==> src/rtl/axi_wr_arb_2x512_pkg.sv <==
// Shared definitions for the two-port 512-bit AXI write arbiter:
// FSM encoding, AXI channel widths and the fixed AXI attribute values.
package axi_wr_arb_2x512_pkg;

  localparam int unsigned DATA_W  = 512;
  localparam int unsigned STRB_W  = DATA_W / 8;
  localparam int unsigned ADDR_W  = 32;
  localparam int unsigned ID_W    = 6;
  localparam int unsigned LEN_W   = 8;
  localparam int unsigned SIZE_W  = 3;
  localparam int unsigned BURST_W = 2;
  localparam int unsigned OUTST_W = 4;

  // 64-byte beats, incrementing bursts
  localparam logic [SIZE_W-1:0]  AXI_SIZE_64B   = 3'b110;
  localparam logic [BURST_W-1:0] AXI_BURST_INCR = 2'b01;

  localparam logic [ID_W-1:0] DEF_ID0 = 6'h00;
  localparam logic [ID_W-1:0] DEF_ID1 = 6'h08;

  typedef enum logic [1:0] {
    ST_IDLE = 2'd0,
    ST_ADDR = 2'd1,
    ST_DATA = 2'd2
  } wr_state_e;

endpackage

==> src/rtl/axi_wr_arb_2x512_if.sv <==
// Boundary bundle of the write arbiter: two simple write client ports
// (s0_*, s1_*) and the shared AXI write master (AW/W/B).
// The master modport is the arbiter's view; slave is the surrounding system.
interface axi_wr_arb_2x512_if;
  import axi_wr_arb_2x512_pkg::*;

  logic                 s0_aw_valid, s0_aw_ready;
  logic [ADDR_W-1:0]    s0_aw_addr;
  logic                 s0_w_valid, s0_w_last, s0_w_ready;
  logic [DATA_W-1:0]    s0_w_data;
  logic                 s0_b_valid, s0_b_ready;

  logic                 s1_aw_valid, s1_aw_ready;
  logic [ADDR_W-1:0]    s1_aw_addr;
  logic                 s1_w_valid, s1_w_last, s1_w_ready;
  logic [DATA_W-1:0]    s1_w_data;
  logic                 s1_b_valid, s1_b_ready;

  logic [ID_W-1:0]      awid;
  logic [ADDR_W:0]      awaddr;
  logic [LEN_W-1:0]     awlen;
  logic [SIZE_W-1:0]    awsize;
  logic [BURST_W-1:0]   awburst;
  logic                 awlock, awvalid, awready;
  logic [DATA_W-1:0]    wdata;
  logic [STRB_W-1:0]    wstrb;
  logic                 wlast, wvalid, wready;
  logic [ID_W-1:0]      bid;
  logic                 bvalid, bready;

  modport master (
    input  s0_aw_valid, s0_aw_addr, s0_w_valid, s0_w_last, s0_w_data, s0_b_ready,
    output s0_aw_ready, s0_w_ready, s0_b_valid,
    input  s1_aw_valid, s1_aw_addr, s1_w_valid, s1_w_last, s1_w_data, s1_b_ready,
    output s1_aw_ready, s1_w_ready, s1_b_valid,
    output awid, awaddr, awlen, awsize, awburst, awlock, awvalid,
    input  awready,
    output wdata, wstrb, wlast, wvalid,
    input  wready,
    input  bid, bvalid,
    output bready
  );

  modport slave (
    output s0_aw_valid, s0_aw_addr, s0_w_valid, s0_w_last, s0_w_data, s0_b_ready,
    input  s0_aw_ready, s0_w_ready, s0_b_valid,
    output s1_aw_valid, s1_aw_addr, s1_w_valid, s1_w_last, s1_w_data, s1_b_ready,
    input  s1_aw_ready, s1_w_ready, s1_b_valid,
    input  awid, awaddr, awlen, awsize, awburst, awlock, awvalid,
    output awready,
    input  wdata, wstrb, wlast, wvalid,
    output wready,
    output bid, bvalid,
    input  bready
  );

endinterface

==> src/rtl/axi_wr_arb_2x512_wr_outst_cnt.sv <==
// Per-port count of bursts granted but not yet answered on B.
// Saturates at MAX_OUTST and at zero; simultaneous inc/dec cancel.
module axi_wr_arb_2x512_wr_outst_cnt
  import axi_wr_arb_2x512_pkg::*;
#(
  parameter int unsigned MAX_OUTST = 4
) (
  input  logic axi_clk,
  input  logic axi_rstn,
  input  logic inc,
  input  logic dec,
  output logic at_limit
);

  localparam logic [OUTST_W-1:0] MAX_V = OUTST_W'(MAX_OUTST);

  logic [OUTST_W-1:0] cnt_q;

  // up/down count of un-responded bursts
  always_ff @(posedge axi_clk or negedge axi_rstn) begin
    if (!axi_rstn) begin
      cnt_q <= '0;
    end else if (inc && !dec && (cnt_q != MAX_V)) begin
      cnt_q <= cnt_q + OUTST_W'(1);
    end else if (dec && !inc && (cnt_q != '0)) begin
      cnt_q <= cnt_q - OUTST_W'(1);
    end
  end

  assign at_limit = (cnt_q >= MAX_V);

endmodule

==> src/rtl/axi_wr_arb_2x512.sv <==
// Two-port AXI write arbiter: round-robin grant of fixed-length 512-bit
// bursts onto one AXI master, one burst in AW/W at a time, B responses
// routed back by ID, per-port cap on outstanding bursts.
module axi_wr_arb_2x512
  import axi_wr_arb_2x512_pkg::*;
#(
  parameter int unsigned     BURST_LEN = 32,
  parameter int unsigned     MAX_OUTST = 4,
  parameter logic [ID_W-1:0] ID0       = DEF_ID0,
  parameter logic [ID_W-1:0] ID1       = DEF_ID1
) (
  input  logic                   axi_clk,
  input  logic                   axi_rstn,
  axi_wr_arb_2x512_if.master     bus,
  output logic                   err_last,
  output logic                   err_bid
);

  localparam int unsigned      CNT_W     = (BURST_LEN > 1) ? $clog2(BURST_LEN) : 1;
  localparam logic [CNT_W-1:0] LAST_BEAT = CNT_W'(BURST_LEN - 1);

  wr_state_e          state_q;
  logic               grant_q;
  logic               prio_q;
  logic [CNT_W-1:0]   beat_q;
  logic [ADDR_W-1:0]  addr_q;

  logic               full0, full1;
  logic               elig0, elig1, pick1, aw_go;
  logic               aw_rdy0, aw_rdy1;
  logic               in_data, g_w_valid, g_w_last, w_hs, last_beat;
  logic               b_sel0, b_sel1, b_hs0, b_hs1, b_unknown;

  // eligibility and round-robin pick; grant only while idle and out of reset
  always_comb begin
    elig0   = bus.s0_aw_valid && !full0;
    elig1   = bus.s1_aw_valid && !full1;
    pick1   = prio_q ? elig1 : !elig0;
    aw_go   = axi_rstn && (state_q == ST_IDLE) && (elig0 || elig1);
    aw_rdy0 = aw_go && !pick1;
    aw_rdy1 = aw_go && pick1;
  end

  assign bus.s0_aw_ready = aw_rdy0;
  assign bus.s1_aw_ready = aw_rdy1;

  // AW channel: constants plus the registered address of the granted port
  assign bus.awvalid = (state_q == ST_ADDR);
  assign bus.awaddr  = {1'b0, addr_q};
  assign bus.awid    = grant_q ? ID1 : ID0;
  assign bus.awlen   = LEN_W'(BURST_LEN - 1);
  assign bus.awsize  = AXI_SIZE_64B;
  assign bus.awburst = AXI_BURST_INCR;
  assign bus.awlock  = 1'b0;

  // W channel: pass-through of the granted port, wlast from our own count
  assign in_data        = (state_q == ST_DATA);
  assign g_w_valid      = grant_q ? bus.s1_w_valid : bus.s0_w_valid;
  assign g_w_last       = grant_q ? bus.s1_w_last  : bus.s0_w_last;
  assign last_beat      = (beat_q == LAST_BEAT);
  assign bus.wvalid     = in_data && g_w_valid;
  assign bus.wdata      = grant_q ? bus.s1_w_data : bus.s0_w_data;
  assign bus.wstrb      = '1;
  assign bus.wlast      = in_data && last_beat;
  assign bus.s0_w_ready = in_data && !grant_q && bus.wready;
  assign bus.s1_w_ready = in_data && grant_q && bus.wready;
  assign w_hs           = bus.wvalid && bus.wready;

  // B channel: routed purely by ID; unknown IDs are drained here
  assign b_sel0         = (bus.bid == ID0);
  assign b_sel1         = !b_sel0 && (bus.bid == ID1);
  assign bus.s0_b_valid = bus.bvalid && b_sel0;
  assign bus.s1_b_valid = bus.bvalid && b_sel1;
  assign bus.bready     = b_sel0 ? bus.s0_b_ready : (b_sel1 ? bus.s1_b_ready : 1'b1);
  assign b_hs0          = bus.bvalid && b_sel0 && bus.s0_b_ready;
  assign b_hs1          = bus.bvalid && b_sel1 && bus.s1_b_ready;
  assign b_unknown      = bus.bvalid && !b_sel0 && !b_sel1;

  // burst sequencer: IDLE -> ADDR -> DATA -> IDLE
  always_ff @(posedge axi_clk or negedge axi_rstn) begin
    if (!axi_rstn) begin
      state_q <= ST_IDLE;
      grant_q <= 1'b0;
      prio_q  <= 1'b0;
      beat_q  <= '0;
    end else begin
      case (state_q)
        ST_IDLE: begin
          if (aw_go) begin
            grant_q <= pick1;
            state_q <= ST_ADDR;
          end
        end
        ST_ADDR: begin
          if (bus.awready) begin
            state_q <= ST_DATA;
          end
        end
        ST_DATA: begin
          if (w_hs) begin
            if (last_beat) begin
              beat_q  <= '0;
              prio_q  <= !grant_q;
              state_q <= ST_IDLE;
            end else begin
              beat_q <= beat_q + CNT_W'(1);
            end
          end
        end
        default: state_q <= ST_IDLE;
      endcase
    end
  end

  // capture the granted burst address on the client AW handshake
  always_ff @(posedge axi_clk) begin
    if (aw_go) begin
      addr_q <= pick1 ? bus.s1_aw_addr : bus.s0_aw_addr;
    end
  end

  // sticky protocol error flags
  always_ff @(posedge axi_clk or negedge axi_rstn) begin
    if (!axi_rstn) begin
      err_last <= 1'b0;
      err_bid  <= 1'b0;
    end else begin
      if (w_hs && (g_w_last != last_beat)) begin
        err_last <= 1'b1;
      end
      if (b_unknown) begin
        err_bid <= 1'b1;
      end
    end
  end

  axi_wr_arb_2x512_wr_outst_cnt #(
    .MAX_OUTST (MAX_OUTST)
  ) u_outst0 (
    .axi_clk  (axi_clk),
    .axi_rstn (axi_rstn),
    .inc      (aw_rdy0),
    .dec      (b_hs0),
    .at_limit (full0)
  );

  axi_wr_arb_2x512_wr_outst_cnt #(
    .MAX_OUTST (MAX_OUTST)
  ) u_outst1 (
    .axi_clk  (axi_clk),
    .axi_rstn (axi_rstn),
    .inc      (aw_rdy1),
    .dec      (b_hs1),
    .at_limit (full1)
  );

endmodule

==> src/flat_wrapper.sv <==
// flat-port wrapper written by rule: the top's interface ports become plain ports
module axi_wr_arb_2x512_flat import axi_wr_arb_2x512_pkg::*;
#(
  parameter int unsigned     BURST_LEN = 32,
  parameter int unsigned     MAX_OUTST = 4,
  parameter logic [ID_W-1:0] ID0       = DEF_ID0,
  parameter logic [ID_W-1:0] ID1       = DEF_ID1
)
  (axi_clk, axi_rstn, err_last, err_bid, bus_s0_aw_valid, bus_s0_aw_addr, bus_s0_w_valid, bus_s0_w_last, bus_s0_w_data, bus_s0_b_ready, bus_s0_aw_ready, bus_s0_w_ready, bus_s0_b_valid, bus_s1_aw_valid, bus_s1_aw_addr, bus_s1_w_valid, bus_s1_w_last, bus_s1_w_data, bus_s1_b_ready, bus_s1_aw_ready, bus_s1_w_ready, bus_s1_b_valid, bus_awid, bus_awaddr, bus_awlen, bus_awsize, bus_awburst, bus_awlock, bus_awvalid, bus_awready, bus_wdata, bus_wstrb, bus_wlast, bus_wvalid, bus_wready, bus_bid, bus_bvalid, bus_bready);
  axi_wr_arb_2x512_if bus_i ();
  input  logic axi_clk;
  input  logic axi_rstn;
  output logic err_last;
  output logic err_bid;
  input wire logic [$bits(bus_i.s0_aw_valid)-1:0] bus_s0_aw_valid;
  input wire logic [$bits(bus_i.s0_aw_addr)-1:0] bus_s0_aw_addr;
  input wire logic [$bits(bus_i.s0_w_valid)-1:0] bus_s0_w_valid;
  input wire logic [$bits(bus_i.s0_w_last)-1:0] bus_s0_w_last;
  input wire logic [$bits(bus_i.s0_w_data)-1:0] bus_s0_w_data;
  input wire logic [$bits(bus_i.s0_b_ready)-1:0] bus_s0_b_ready;
  output wire logic [$bits(bus_i.s0_aw_ready)-1:0] bus_s0_aw_ready;
  output wire logic [$bits(bus_i.s0_w_ready)-1:0] bus_s0_w_ready;
  output wire logic [$bits(bus_i.s0_b_valid)-1:0] bus_s0_b_valid;
  input wire logic [$bits(bus_i.s1_aw_valid)-1:0] bus_s1_aw_valid;
  input wire logic [$bits(bus_i.s1_aw_addr)-1:0] bus_s1_aw_addr;
  input wire logic [$bits(bus_i.s1_w_valid)-1:0] bus_s1_w_valid;
  input wire logic [$bits(bus_i.s1_w_last)-1:0] bus_s1_w_last;
  input wire logic [$bits(bus_i.s1_w_data)-1:0] bus_s1_w_data;
  input wire logic [$bits(bus_i.s1_b_ready)-1:0] bus_s1_b_ready;
  output wire logic [$bits(bus_i.s1_aw_ready)-1:0] bus_s1_aw_ready;
  output wire logic [$bits(bus_i.s1_w_ready)-1:0] bus_s1_w_ready;
  output wire logic [$bits(bus_i.s1_b_valid)-1:0] bus_s1_b_valid;
  output wire logic [$bits(bus_i.awid)-1:0] bus_awid;
  output wire logic [$bits(bus_i.awaddr)-1:0] bus_awaddr;
  output wire logic [$bits(bus_i.awlen)-1:0] bus_awlen;
  output wire logic [$bits(bus_i.awsize)-1:0] bus_awsize;
  output wire logic [$bits(bus_i.awburst)-1:0] bus_awburst;
  output wire logic [$bits(bus_i.awlock)-1:0] bus_awlock;
  output wire logic [$bits(bus_i.awvalid)-1:0] bus_awvalid;
  input wire logic [$bits(bus_i.awready)-1:0] bus_awready;
  output wire logic [$bits(bus_i.wdata)-1:0] bus_wdata;
  output wire logic [$bits(bus_i.wstrb)-1:0] bus_wstrb;
  output wire logic [$bits(bus_i.wlast)-1:0] bus_wlast;
  output wire logic [$bits(bus_i.wvalid)-1:0] bus_wvalid;
  input wire logic [$bits(bus_i.wready)-1:0] bus_wready;
  input wire logic [$bits(bus_i.bid)-1:0] bus_bid;
  input wire logic [$bits(bus_i.bvalid)-1:0] bus_bvalid;
  output wire logic [$bits(bus_i.bready)-1:0] bus_bready;
  assign bus_i.s0_aw_valid = bus_s0_aw_valid;
  assign bus_i.s0_aw_addr = bus_s0_aw_addr;
  assign bus_i.s0_w_valid = bus_s0_w_valid;
  assign bus_i.s0_w_last = bus_s0_w_last;
  assign bus_i.s0_w_data = bus_s0_w_data;
  assign bus_i.s0_b_ready = bus_s0_b_ready;
  assign bus_s0_aw_ready = bus_i.s0_aw_ready;
  assign bus_s0_w_ready = bus_i.s0_w_ready;
  assign bus_s0_b_valid = bus_i.s0_b_valid;
  assign bus_i.s1_aw_valid = bus_s1_aw_valid;
  assign bus_i.s1_aw_addr = bus_s1_aw_addr;
  assign bus_i.s1_w_valid = bus_s1_w_valid;
  assign bus_i.s1_w_last = bus_s1_w_last;
  assign bus_i.s1_w_data = bus_s1_w_data;
  assign bus_i.s1_b_ready = bus_s1_b_ready;
  assign bus_s1_aw_ready = bus_i.s1_aw_ready;
  assign bus_s1_w_ready = bus_i.s1_w_ready;
  assign bus_s1_b_valid = bus_i.s1_b_valid;
  assign bus_awid = bus_i.awid;
  assign bus_awaddr = bus_i.awaddr;
  assign bus_awlen = bus_i.awlen;
  assign bus_awsize = bus_i.awsize;
  assign bus_awburst = bus_i.awburst;
  assign bus_awlock = bus_i.awlock;
  assign bus_awvalid = bus_i.awvalid;
  assign bus_i.awready = bus_awready;
  assign bus_wdata = bus_i.wdata;
  assign bus_wstrb = bus_i.wstrb;
  assign bus_wlast = bus_i.wlast;
  assign bus_wvalid = bus_i.wvalid;
  assign bus_i.wready = bus_wready;
  assign bus_i.bid = bus_bid;
  assign bus_i.bvalid = bus_bvalid;
  assign bus_bready = bus_i.bready;
  axi_wr_arb_2x512 #(.BURST_LEN(BURST_LEN), .MAX_OUTST(MAX_OUTST), .ID0(ID0), .ID1(ID1)) u_core (.axi_clk(axi_clk), .axi_rstn(axi_rstn), .bus(bus_i), .err_last(err_last), .err_bid(err_bid));
endmodule
==> config.mk <==
export PLATFORM = sky130hd
export DESIGN_NAME = axi_wr_arb_2x512_flat
export DESIGN_NICKNAME = d
export VERILOG_FILES = /design/src/rtl/axi_wr_arb_2x512_pkg.sv /design/src/rtl/axi_wr_arb_2x512_if.sv /design/src/rtl/axi_wr_arb_2x512_wr_outst_cnt.sv /design/src/rtl/axi_wr_arb_2x512.sv /design/src/flat_wrapper.sv
export SDC_FILE = /design/constraint.sdc
export NUM_CORES = 1
export LEC_CHECK = 0
export ABC_AREA = 1
export BUFFER_PORTS_ARGS = -buffer_cell sky130_fd_sc_hd__buf_2
export CORE_AREA = 2 2 682 684
export CTS_CLUSTER_DIAMETER = 150
export DETAILED_ROUTE_END_ITERATION = 8
export DIE_AREA = 0 0 684 686
export MAX_ROUTING_LAYER = met4
export RECOVER_POWER = 100
export SKIP_LAST_GASP = 1
export SLEW_MARGIN = 10
export SYNTH_ARGS = -nofsm -noshare
export SYNTH_HDL_FRONTEND = slang
export SYNTH_SLANG_ARGS = --single-unit
==> constraint.sdc <==
create_clock -name axi_clk -period 1.8 [get_ports axi_clk]
set_input_delay 0.27 -clock axi_clk [delete_from_list [all_inputs] [get_ports axi_clk]]
set_output_delay 0.27 -clock axi_clk [all_outputs]
set_load 0.01 [all_outputs]
# Yosys cells after proc, flatten, opt, wreduce, memory -nomap -nowiden
# Index checks and enable logic that the tools add are counted.
# op_classes
addsub,5
n_lt_le_gt_ge,2
eq_ne,11
n_mux,18
reduce_logical,51
# op_table
op,count
two-way mux 512 bit,1
two-way mux 32 bit,1
logical AND 1 bit,29
two-way mux 4 bit,5
logical NOT 1 bit,11
adder 4 x 1 -> 4 bit (second input constant),2
greater-or-equal comparator 4 x 3 -> 1 bit (second input constant),2
two-way mux 2 bit,4
!= test 4 x 3 -> 1 bit (second input constant),2
nonzero test 4 bit,2
subtractor 4 x 1 -> 4 bit (second input constant),2
== test 6 x 4 -> 1 bit (second input constant),1
logical NOT 6 bit,1
case mux 2 bit (3 select lines),1
adder 5 x 1 -> 5 bit (second input constant),1
== test 5 bit (second input constant),1
two-way mux 1 bit,5
two-way mux 5 bit,1
!= test 2 x 1 -> 1 bit (second input constant),2
!= test 2 bit (second input constant),2
AND reduction 2 bit,2
AND reduction 4 bit,1
nonzero test 2 bit,2
AND reduction 3 bit,1
5 further kinds,5
# word_totals
ff_bits,51
in_bits,1107
output_inout_bits,641

# Longest topological paths before layout
# logic_depth
ltp_word,12
mapped_depth,14

# Hierarchy
# A second synthesis with hierarchy kept.
# unflattened
hier_cells,2075
hier_area_um2,9994.6
# modules_own_cells
module,n_inst,cells_per_inst,area_each_um2,seq_area_each_um2
axi_wr_arb_2x512,1,1987,9306.4,1236.2
axi_wr_arb_2x512_wr_outst_cnt,2,44,344.1,100.1

# Worst setup path before layout
# Ideal clock, no wire load.
# synth_timing
path_type,reg-to-reg
start,register u_core.u_outst0.cnt_q[3]
end,register u_core.u_outst1.cnt_q[3]
setup_time_ps,116
arrival_time_ps,1883
required_ps,1684
slack_ps,-200
stages_incl_launch_ff,14
path_buffers,0
synth_period_minus_slack_ps,2000
cell_sequence,dfrtp_1 > nor2_2 > nand2_2 > nand2_2 > nand2_4 > nor2_4 > nand2_2 > ha_1 > a21o_1 > a21oi_1 > nand3b_1 > nand2_1 > nand2_1 > nand2_1
# synth_between
elab_chain_cells,10
elab_cells_between_ends,15
cone_classes,order compare (1); mux (2); reduce/logical (12)
# synth_rtl
element,line,rtl
start: declaration,axi_wr_arb_2x512_wr_outst_cnt.sv:17,logic [OUTST_W-1:0] cnt_q;
start signal: assignment,axi_wr_arb_2x512_wr_outst_cnt.sv:24,cnt_q <= cnt_q + OUTST_W'(1);
start signal: assignment,axi_wr_arb_2x512_wr_outst_cnt.sv:26,cnt_q <= cnt_q - OUTST_W'(1);
greater-or-equal comparator 4 x 3 -> 1 bit (*),axi_wr_arb_2x512_wr_outst_cnt.sv:30,assign at_limit = (cnt_q >= MAX_V);
logical NOT 1 bit (*),axi_wr_arb_2x512.sv:36,elig0 = bus.s0_aw_valid && !full0;
logical AND 1 bit (*),axi_wr_arb_2x512.sv:36,
logical NOT 1 bit or logical OR 1 bit (tied branches),"axi_wr_arb_2x512.sv:38, axi_wr_arb_2x512.sv:39",
two-way mux 1 bit or logical AND 1 bit (tied branches),"axi_wr_arb_2x512.sv:38, axi_wr_arb_2x512.sv:39",
logical AND 1 bit (*),axi_wr_arb_2x512.sv:41,aw_rdy1 = aw_go && pick1;
via bus_s1_aw_ready,flat_wrapper.sv:30,output wire logic [$bits(bus_i.s1_aw_ready)-1:0] bus_s1_aw_ready;
logical NOT 1 bit,axi_wr_arb_2x512_wr_outst_cnt.sv:25,end else if (dec && !inc && (cnt_q != '0)) begin
logical AND 1 bit (2 in series),axi_wr_arb_2x512_wr_outst_cnt.sv:25,
nonzero test 2 bit (no source line),-,
end signal: assignment,axi_wr_arb_2x512_wr_outst_cnt.sv:24,
end signal: assignment,axi_wr_arb_2x512_wr_outst_cnt.sv:26,
end: declaration,axi_wr_arb_2x512_wr_outst_cnt.sv:17,
# Mark *: on every way through the listed nets, which the timed path passes. The rest lies on a longest branch.
# A chain may end at the register's enable or synchronous reset.

# Final worst setup path
# layout_timing
start,register u_core.grant_q
end,output bus_wdata[97]
# layout_between
elab_chain_cells,1
# layout_rtl
element,line,rtl
start: declaration,axi_wr_arb_2x512.sv:23,logic grant_q;
start signal: assignment,axi_wr_arb_2x512.sv:90,grant_q <= pick1;
two-way mux 512 bit,axi_wr_arb_2x512.sv:62,assign bus.wdata = grant_q ? bus.s1_w_data : bus.s0_w_data;
end: declaration,flat_wrapper.sv:41,output wire logic [$bits(bus_i.wdata)-1:0] bus_wdata;
# Every way passes these cells.

==> impl_metrics.tcl <==
set metrics [dict create \
    layoutNonFillerInstCount 10507 \
    grt.total_usage_pct 17.84 \
    setup_ws_ns -0.5195 \
    setup.worst_path.start_class "flop" \
    syn-cell-area_mm2 0.009603 \
    fin_area_mm2 0.03276 \
    path_max_fanout 19 \
    p_per_area_mw_per_mm2 1577 \
    wl_met2_um 191000 \
    cts.clk_slew.worst_paths_ns 0.10 \
    grt-ovfl-total 0 \
    avgSynthCellArea_um2 4.724 \
    hold_violations 0 \
    grt_pass1_wl_um 465900 \
    tightest_slew_ns 0.6796 \
    setup_viol 597 \
    vias 25074 \
    clk_latency_ns 0.36 \
    fin_util_pct 7.090 \
    dp_cells 9870 \
    first_iter_violations 3335 \
    dr.pass1.iters 9 \
    whs_ns 0.09376 \
    ys_ff_latch 51 \
    place_congestion 1.820 \
    hold_path_class "in2reg" \
    wl_per_cell_um 40.78 \
    setup.worst_path.class "reg2out" \
    cts_tree "yes" \
    post-route-period-util_pct 128.9 \
    ys_warn_count 0 \
    critPathArrivalTime_ns 2.05 \
    crit_buf_inv 5 \
    numCtsBuffers 5 \
    grt_max_degree 60 \
    grt_pass1_vias 20610 \
    drcViolationCount 0 \
    vias_per_cell 2.386 \
    synth_edf_count 32 \
    grt_setup_unrepaired "true" \
    cp.required_ns 1.53 \
    dpl_cell_area_mm2 0.02938 \
    status "complete, but fails checks" \
    cts_root_buf "clkbuf_16" \
    vdd_drop_max_mv 1.351 \
    skew_ns 0.02944 \
    ant_nets 0 \
    yosysSeqAreaShare_pct 14.96 \
    fp.dieW_um 684 \
    layout.nets 4849 \
    period_minus_slack_ns 2.319 \
    num_rows 250 \
    synthCells 2033 \
    dp_slack_ns -1.062 \
    synthDistinctLibCells 35 \
    core_area_mm2 0.4620 \
    die_h_um 686 \
    leakagePower_nw 14.89 \
    clockBufferDepth 2 \
    ys.flop_type "edfxtp_1" \
    highest_layer "met4" \
    io_pins 1748 \
    path_cells "buf_12 -> clkinv_16 -> buf_16 -> buf_12 -> nand2_1 -> nand2_1 -> buf_2" \
    synth-async-reset-ratio_pct 37.25 \
    violations "setup timing" \
    area_growth_pct 241.1 \
    slew_headroom_pct 54.70 \
    slowest_delay_ns 0.50 \
    critical-path-top-delay-family "buffers and inverters" \
    crit_path_end_kind "output port" \
    wl_met3_um 74620 \
    htree_num_levels 2 \
    dieArea_mm2 0.4692 \
    totalWireLength_um 428500 \
    cap_violations 0 \
    start_util_pct 2.079 \
    cpMaxStageDelayCell "dfrtp_4" \
    dp_hpwl_um 400200 \
    drive_above_1_share_pct 53.17 \
    wl_met1_um 137800 \
    antenna_found_initial 669 \
    fmax_mhz 431.1 \
    final_max_slew_viol_count 0 \
    io_buffers 1663 \
    nFillCells 54764 \
    cts_num_sinks 51 \
]
## layout by cell type, fill, tap and decap left out, types with 7 or more instances in the layout
cell type  Yosys  routed
dfrtp_1       19      18
diode_2        0     598
clkbuf_16      0      15
buf_8          0       7
buf_2         94    1322
buf_6          0      40
nor2_1        12      12
buf_12         0     244
buf_4         85     126
conb_1         2      84
clkbuf_4       0      12
inv_1         20      18
nand2_1     1675    1511
nand2_4        3      45
edfxtp_1      32      32
clkbuf_1      25      34
nand2_2        4     123
buf_16         0      15
## layout make-up
cell class              instances  area, um2  share of cell area (%)
multi-input cells            1834       7898                   24.11
diodes                        598       1496                   4.569
repair buffers               1816      13900                   42.43
repair inverters                1      11.26                 0.03438
well taps                    6174       7725                   23.58
flip-flops and latches         51       1440                   4.397
clock inverters                 2      16.27                 0.04966
inverters                      25      120.1                  0.3667
clock buffers                   6      150.1                  0.4584
## synthesized netlist by cell type (2+ instances only)
master	count	share of area, %
nand2_1	1675	65
buf_2	94	4.9
buf_4	85	6.6
edfxtp_1	32	10
clkbuf_1	25	0.98
inv_1	20	0.78
dfrtp_1	19	5.0
nor2_1	12	0.47
ha_1	6	0.78
nand3_1	6	0.31
nor3_1	6	0.31
inv_2	5	0.20
o21ai_0	5	0.26
nand2_2	4	0.26
nand3_2	4	0.42
nand4_1	4	0.26
nand2_4	3	0.35
xor2_1	3	0.27
a21o_1	2	0.16
a21oi_1	2	0.10
conb_1	2	0.078
fa_1	2	0.42
nand3b_1	2	0.16
nor2_4	2	0.23
o21ai_2	2	0.18
o21ai_4	2	0.34
## power by group
part           total [mW]  internal, mW  switching, mW
Sequential           1.84          1.64          0.199
Clock                1.24         0.611          0.626
Combinational        48.6          17.7           30.9
Total                51.6          19.9           31.7
## metrics by stage
stage	TNS, ns	total power [mW]
after CTS	-250.51	50.43
after floorplan	-0.3073	13.26
final	-223.91	51.64
after global routing	-267.47	54.72
after global placement	-102.58	46.49
after detailed placement	-113.27	46.86
## worst reg2reg max path: stages, from the launching register on
cell and delay (ns):
dfrtp_1 0.41, nor2_1 0.19, nand2_1 0.18, buf_4 0.19, o21ai_4 0.15, nor2_4 0.07
nand2_4 0.08, ha_4 0.19, a21o_1 0.17, a21oi_2 0.17, nand3b_1 0.16, nand2_1 0.07
nand2_1 0.06, nand2_1 0.06
## what timing repair did
action	CTS	global route
hold buffers	1	0
gates resized for setup	210	183
endpoints found under the setup margin	563	578
cloned	6	9
endpoints found under the hold margin	19	0
pin swaps	16	1
setup buffers	11	4
## path summary, 6_finish.rpt
path,slack [ns],cells after the start,startpoint,endpoint
setup / recovery,-0.52,7,u_core.grant_q,bus_wdata[97]
hold / removal,0.09,2,bus_awready,u_core.state_q[0]
setup reg to reg,-0.44,13,u_core.u_outst0.cnt_q[2],u_core.u_outst1.cnt_q[3]
hold reg to reg,0.48,1,u_core.err_last,u_core.err_last
max in group asynchronous,0.74,3,axi_rstn,u_core.grant_q
min in group asynchronous,0.57,3,axi_rstn,u_core.state_q[0]
## kinds of logic (layout without fill, tap and decap cells)
| kind of cell | count (synthesis) | count (layout) | share of synthesized area, % |
|---|---|---|---|
| AOI/OAI and AO/OA | 18 | 18 | 1.407 |
| other | 2 | 682 | 0.07821 |
| and+or+nand+nor | 1721 | 1721 | 68.55 |
| adders and majority gates | 8 | 8 | 1.199 |
| xor gates and xnor gates | 3 | 3 | 0.2737 |
| DFF | 51 | 51 | 14.96 |
| buffers and inverters | 230 | 1850 | 13.54 |
## routing by layer
layer | vias to the layer above | global-route usage (%)
li1 | 10028 | -
met1 | 10839 | 15.65
met2 | 3003 | 27.51
met3 | 1204 | 14.34
met4 | 0 | 8.654
met5 | - | -
## sequential cells by signal (all words and copies together) (netlist names)
register / count
u_core.addr_q: 32
u_core.beat_q: 5
u_core.u_outst0.cnt_q: 4
u_core.u_outst1.cnt_q: 4
u_core.state_q: 2
u_core.err_bid: 1
u_core.err_last: 1
u_core.grant_q: 1
u_core.prio_q: 1
Note: power is estimated with default switching activity, not from simulation.
